## config.mk

```make
export PLATFORM = sky130hd
export DESIGN_NAME = toggle_cover_detect
export DESIGN_NICKNAME = d
export VERILOG_FILES = /design/src/rtl/toggle_cover_detect.sv
export SDC_FILE = /design/constraint.sdc
export NUM_CORES = 1
export LEC_CHECK = 0
export ABC_AREA = 1
export CAP_MARGIN = 40
export CORE_ASPECT_RATIO = 1.1
export CORE_MARGIN = 2
export CORE_UTILIZATION = 50
export DETAILED_ROUTE_END_ITERATION = 8
export GPL_TIMING_DRIVEN = 0
export PLACE_DENSITY = 0.83
export RECOVER_POWER = 100
export SYNTH_ARGS = -nofsm -noshare
export SYNTH_HDL_FRONTEND = slang
export SYNTH_SLANG_ARGS = --single-unit
```

## constraint.sdc

```tcl
create_clock -name clock -period 4.4 [get_ports clock]
set_input_delay 0.88 -clock clock [delete_from_list [all_inputs] [get_ports clock]]
set_output_delay 0.88 -clock clock [all_outputs]
set_load 0.1 [all_outputs]
```

## src/rtl/toggle_cover_detect.sv

```systemverilog
// ---------------------------------------------------------------------------
// toggle_cover_detect
//
// Watches a WIDTH-bit design signal and records, per bit, whether both a
// rising and a falling transition have been observed since the block was
// armed. The first time a bit completes a full toggle it produces a
// one-cycle pulse on valid[i], which feeds the downstream toggle-coverage
// reporter directly. A sticky coverage bitmap, its popcount and an
// all-covered flag are also kept for cover properties.
//
// Ports:
//   clock         - sole clock, all state updates on posedge
//   reset         - asynchronous active-low reset (0 = in reset)
//   enable        - 1 = evaluate transitions, 0 = only track the signal
//   clear         - synchronous restart of all coverage state, beats enable
//   sig           - monitored design signal
//   valid         - one-cycle pulse per bit on its first full toggle
//   covered       - sticky bitmap of fully toggled bits
//   covered_count - popcount of covered
//   all_covered   - 1 when every bit is covered
// ---------------------------------------------------------------------------
module toggle_cover_detect #(
  parameter  int WIDTH = 11,
  localparam int CNT_W = $clog2(WIDTH + 1)
) (
  input  logic             clock,
  input  logic             reset,
  input  logic             enable,
  input  logic             clear,
  input  logic [WIDTH-1:0] sig,
  output logic [WIDTH-1:0] valid,
  output logic [WIDTH-1:0] covered,
  output logic [CNT_W-1:0] covered_count,
  output logic             all_covered
);

  typedef enum logic [1:0] {
    ST_NONE = 2'd0,
    ST_ROSE = 2'd1,
    ST_FELL = 2'd2,
    ST_DONE = 2'd3
  } bitState_e;

  bitState_e        state_q [WIDTH];
  bitState_e        state_d [WIDTH];
  logic [WIDTH-1:0] prev_q;
  logic             armed_q, armed_d;
  logic [WIDTH-1:0] valid_q, valid_d;
  logic [WIDTH-1:0] covered_q, covered_d;
  logic [CNT_W-1:0] count_q, count_d;
  logic             all_q, all_d;
  logic [WIDTH-1:0] rise, fall;
  logic             evalEdges;

  assign rise = ~prev_q & sig;
  assign fall = prev_q & ~sig;

  // The arming cycle only captures a baseline, so edges are evaluated only
  // once armed was already set before this posedge.
  assign evalEdges = armed_q & enable & ~clear;

  // Next-state for the arming flag, the per-bit toggle FSMs and the derived
  // coverage outputs. Count and all-covered come from the next-state bitmap
  // so they move on the same edge as covered itself.
  always_comb begin
    armed_d = armed_q;
    if (clear) begin
      armed_d = 1'b0;
    end else if (enable) begin
      armed_d = 1'b1;
    end

    valid_d   = '0;
    covered_d = '0;
    count_d   = '0;
    for (int i = 0; i < WIDTH; i++) begin
      state_d[i] = state_q[i];
      if (clear) begin
        state_d[i] = ST_NONE;
      end else if (evalEdges) begin
        case (state_q[i])
          ST_NONE: begin
            if (rise[i])      state_d[i] = ST_ROSE;
            else if (fall[i]) state_d[i] = ST_FELL;
          end
          ST_ROSE: if (fall[i]) state_d[i] = ST_DONE;
          ST_FELL: if (rise[i]) state_d[i] = ST_DONE;
          default: state_d[i] = ST_DONE;
        endcase
      end
      covered_d[i] = (state_d[i] == ST_DONE);
      // DONE is absorbing, so a pulse can only happen on the entering edge.
      valid_d[i]   = (state_d[i] == ST_DONE) && (state_q[i] != ST_DONE);
      count_d      = count_d + CNT_W'(covered_d[i]);
    end
    all_d = &covered_d;
  end

  // State registers. prev tracks sig on every non-reset edge, so transitions
  // seen while disabled are consumed rather than deferred.
  always_ff @(posedge clock or negedge reset) begin
    if (!reset) begin
      for (int i = 0; i < WIDTH; i++) begin
        state_q[i] <= ST_NONE;
      end
      prev_q    <= '0;
      armed_q   <= 1'b0;
      valid_q   <= '0;
      covered_q <= '0;
      count_q   <= '0;
      all_q     <= 1'b0;
    end else begin
      for (int i = 0; i < WIDTH; i++) begin
        state_q[i] <= state_d[i];
      end
      prev_q    <= sig;
      armed_q   <= armed_d;
      valid_q   <= valid_d;
      covered_q <= covered_d;
      count_q   <= count_d;
      all_q     <= all_d;
    end
  end

  assign valid         = valid_q;
  assign covered       = covered_q;
  assign covered_count = count_q;
  assign all_covered   = all_q;

endmodule

```

Yosys cells after proc, flatten, opt, wreduce, memory -nomap -nowiden

Cells that the tools add are included.

Register bits: 61
Bits of input ports: 15
Output and inout bits: 27

Add/sub/neg operators: 10
Equality and inequality tests: 44
Muxes and demuxes: 79
Bitwise logic cells: 7
Reductions and logical operators: 24

Operators with widths:

| cell               | number |
|---|---|
| $mux 2             | 66 |
| $pmux 2 s3         | 11 |
| $eq 2x2->1 const B | 22 |
| $add 4x1->4        | 7 |
| $and 11x11->11     | 2 |
| $eq 2x1->1 const B | 11 |
| $logic_not 2->1    | 11 |
| $ne 2x2->1 const B | 11 |
| $not 11->11        | 2 |
| $logic_and 1x1->1  | 11 |
| $reduce_and 11->1  | 1 |
| $add 3x1->4        | 1 |
| $add 2x1->3        | 1 |
| $add 1x1->2        | 1 |
| $and 1x1->1        | 2 |
| $mux 1             | 2 |
| $reduce_bool 2->1  | 1 |
| $not 1->1          | 1 |

Logic depth before layout (Yosys ltp)

Depth in word-level cells: 18
Depth in mapped cells: 16
Depth with buffers taken out: 16

Least setup slack after synthesis

Ideal clock, no wire load.

Path kind: input -> register
From: in sig[0]
To: reg count_q[1] (netlist: covered_count[1])
Data arrival time: 3.808 ns
Path slack: 0.456 ns
Cell stages on the path: 12
Cells stage by stage: inv_1 or2_2 o21bai_1 nand2_1 fa_1 fa_1 inv_1 fa_1 inv_1 fa_1 inv_1 fa_1

Word-level cells in the longest chain between the ends: 18
Elaborated cells between the ends (all ways): 21
Those cells by class: add/sub (10); eq/ne (1); mux (7); bitwise (3)

Ends and longest elaborated chain:

| element                     | RTL line | source |
|---|---|---|
| start: declaration          | 30       | `input logic [WIDTH-1:0] sig,` |
| $not 11->11                 | 56       | `assign fall = prev_q & ~sig;` |
| $and 11x11->11              | 56       |  |
| $mux 2                      | 84       | `else if (fall[i]) state_d[i] = ST_FELL;` |
| $mux 2                      | 83       | `if (rise[i]) state_d[i] = ST_ROSE;` |
| $pmux 2 s3 *                | 81       | `case (state_q[i])` |
| $mux 2 *                    | 80       | `end else if (evalEdges) begin` |
| $mux 2 *                    | 78       | `if (clear) begin` |
| $eq 2x2->1 *                | 91       | `covered_d[i] = (state_d[i] == ST_DONE);` |
| $add 1x1->2 *               | 94       | `count_d = count_d + CNT_W'(covered_d[i]);` |
| $add 2x1->3 *               | 94       |  |
| $add 3x1->4 *               | 94       |  |
| $add 4x1->4 * (7 in series) | 94       |  |
| via count_d[1]              | 50       | `logic [CNT_W-1:0] count_q, count_d;` |
| end signal: assignment      | 120      | `count_q <= count_d;` |
| end: declaration            | 50       |  |

Mark *: on every way through the listed nets, which the timed path passes. The rest lies on a longest branch.
A chain may end at the register's enable or synchronous reset.

Worst setup path in the final report

From: in sig[1]
To: reg count_q[1] (netlist: covered_count[1])

Same word-level chain as after synthesis.

==> flow_summary_export.csv <==
group,metric,value,unit
outcome,status,"complete, but fails checks",
outcome,violations,"max-capacitance violations, max-slew violations",
route,avgViaCountPerCell,4.913,
finish,fillCellCount,338,
sta,setup_violations,0,
worst_setup_path,critPathCaptureType,"register",
power_and_ir_drop,p_leak,1.751,nW
sta,post-route-period-util,0.9686,
sta,rsz0062_at_grt,"false",
route,wirelength,5898,µm
global_routing,grt_antenna_before_repair,0,
yosys,synthAdderAreaFrac,0.06680,
yosys,synthMuxAreaShare,0,
clock_network,clock-sinks,61,
power_and_ir_drop,power_density,335.9,mW/mm²
global_routing,first_global_vias,2039,
sta,fin_skew,7.387,ps
yosys,synth_edf_count,0,
worst_setup_path,path_max_fanout,3,
global_routing,grt.overflow.total,0,
placement,dp_hpwl,3944,µm
yosys,yosysTopAreaCellShare,0.6174,
yosys,ys_warn_count,0,
clock_network,cts_tree,"done",
clock_network,clock_path_buffers,2,
yosys,synth-async-reset-ratio,1.000,
global_routing,grt_pass1_wl,9459,µm
sta,fmax,0.2346,GHz
clock_network,h-tree-depth,3,
yosys,synth_xor_area_frac,0.003543,
clock_network,path_clk_slew,60,ps
sta,fin_ws,138.3,ps
placement,gp_congestion,0.7797,
yosys,seq_area_frac_synth,0.6174,
finish,finish.instance_area,0.003221,mm²
floorplan,die_h,77.75,µm
route,initialDrtViolationCount,121,
clock_network,numCtsBuffers,9,
yosys,synth_ff_type,"dfrtp_1",
global_routing,grt_max_degree,36,
yosys,synth_fp_nets,265,
clock_network,cts-root-buf,"clkbuf_8",
worst_setup_path,crit_type,"in -> reg",
floorplan,core_area,0.004717,mm²
flow_run,cap_viol_max_count,1,
yosys,synth_compound_area_frac,0.08300,
route,ant_nets,0,
finish,drive_above_1_share,0.08000,
sta,finalHoldWorstSlack,442.7,ps
route,firstDrtPassIters,5,
clock_network,hold_buffers,0,
global_routing,grt_usage,0.2345,
route,vias,1872,
route,drc_errors,0,
power_and_ir_drop,peakVddDrop,0.2008,mV
sta,max_slew_margin,-0.2138,
finish,syn_to_final_growth,30.26,%
floorplan,dieArea,0.005524,mm²
yosys,yosys.area.top_type,"dfrtp_1",
floorplan,initial_core_util,0.5241,
worst_setup_path,start_kind,"input port",
sta,hold_violations,0,
route,wire_per_inst,15.48,µm
power_and_ir_drop,total_power,1.082,mW
clock_network,worstSkewPairLatency,330,ps
yosys,netlist_top_cells_count,"dfrtp_1, inv_1, nand2_1, nor2_1, a21oi_1",
floorplan,io_pins,42,
floorplan,rows,26,
yosys,synthDistinctLibCells,18,
placement,io_buffers,41,
floorplan,chipWidth,71.05,µm
yosys,synth_cells,241,
placement,dpl_cell_area,0.003373,mm²
yosys,synth.avg_cell_area,10.26,µm²
yosys,ys_ff_latch,61,
yosys,synth_area,0.002472,mm²
sta,tightest_slew,1821,ps
finish,finalNetCount,346,
min_path,hp-class,"reg -> reg",
worst_setup_path,crit_required,4600,ps
yosys,synth_simple_gate_area_frac,0.1245,
placement,dp_slack,-495.4,ps
yosys,synth_top_family_by_area,"simple AND/OR/NAND/NOR gates",
sta,drv_slew,36,
worst_setup_path,cp.arrival,4460,ps
finish,antennaDiodeCount,0,
sta,min_period,4262,ps
yosys,synth_area_leaders,"dfrtp_1, inv_1, fa_1",
## layout make-up
cell class              instances  area (µm²)  share of cell area
repair buffers                 70       518.0              0.1608
multi-input cells             114       679.4              0.2110
inverters                      63       239.0             0.07420
clock inverters                 2       10.01            0.003108
flip-flops and latches         61        1526              0.4740
well taps                      56       70.07             0.02176
plain buffers                   3       22.52            0.006993
clock buffers                  12       155.1             0.04817
## state kept, by name, summed over array words and instances (netlist names)
register,count
state_q,22
covered,11
prev_q,11
valid,11
covered_count,4
all_covered,1
armed_q,1
## stage by stage
stage,TNS (ps),instances,util
after floorplan,0,241,-
after global placement,-537.0,338,0.6260
after detailed placement,-1116,366,0.7151
after CTS,0,381,0.7541
after global routing,0,381,0.6828
final,0,381,0.6828
## per-layer routing
layer | track usage | share of wire | up-vias
li1 | - | - | 871
met1 | 0.2549 | 0.37 | 910
met2 | 0.3860 | 0.52 | 64
met3 | 0.08052 | 0.052 | 27
met4 | 0.1528 | 0.054 | 0
met5 | 0 | 0 | -
## report_power, final
| group | switching, mW | internal, mW |
|---|---|---|
| Clock | 0.196 | 0.227 |
| Combinational | 0.0533 | 0.0250 |
| Sequential | 0.00675 | 0.574 |
## critical path: stages
cell and delay [ps]:
clkdlybuf4s50_1 470, inv_1 60, or2_2 270, o21bai_1 170, nand2_1 150, fa_1 530
fa_1 530, inv_1 50, fa_1 470, inv_1 60, fa_2 340, inv_2 80
fa_1 410
## kinds of logic after synthesis
logic type / Yosys count
and+or+nand+nor: 75
adders and majority gates: 9
buffers and inverters: 66
xor gates and xnor gates: 1
AOI/OAI and AO/OA: 29
DFF: 61
## path summary, 6_finish.rpt
check	startpoint	end	slack (ps)	cells past startpoint
max	sig[1]	covered_count[1]	140	13
min	state_q[17]	valid[2]	440	1
min reg2reg	state_q[17]	valid[2]	440	1
max reg2reg	armed_q	covered_count[1]	630	14
min in group asynchronous	reset	prev_q[3]	850	1
max in group asynchronous	reset	covered[1]	1220	2
## placed cells by master, fill, tap and decap left out, types with 2 or more instances in the layout
master | synthesis | routed
nand2_1 | 37 | 38
or2_2 | 2 | 2
nor2_1 | 25 | 25
fa_1 | 7 | 6
buf_4 | 1 | 2
o21bai_1 | 9 | 11
o21bai_2 | 6 | 4
clkinv_2 | 0 | 2
clkbuf_1 | 1 | 31
clkbuf_8 | 0 | 11
dlygate4sd3_1 | 0 | 9
a21oi_1 | 14 | 14
nand3_1 | 8 | 9
dfrtp_1 | 61 | 61
clkdlybuf4s50_1 | 0 | 29
inv_1 | 61 | 61
ha_1 | 2 | 2
## repair_timing
action | CTS | global route
resized for setup | 4 | 5
setup buffers | 1 | 0
endpoints found under the setup margin | 1 | 1
pin swaps | 1 | 3
Note: power is estimated with default switching activity, not from simulation.
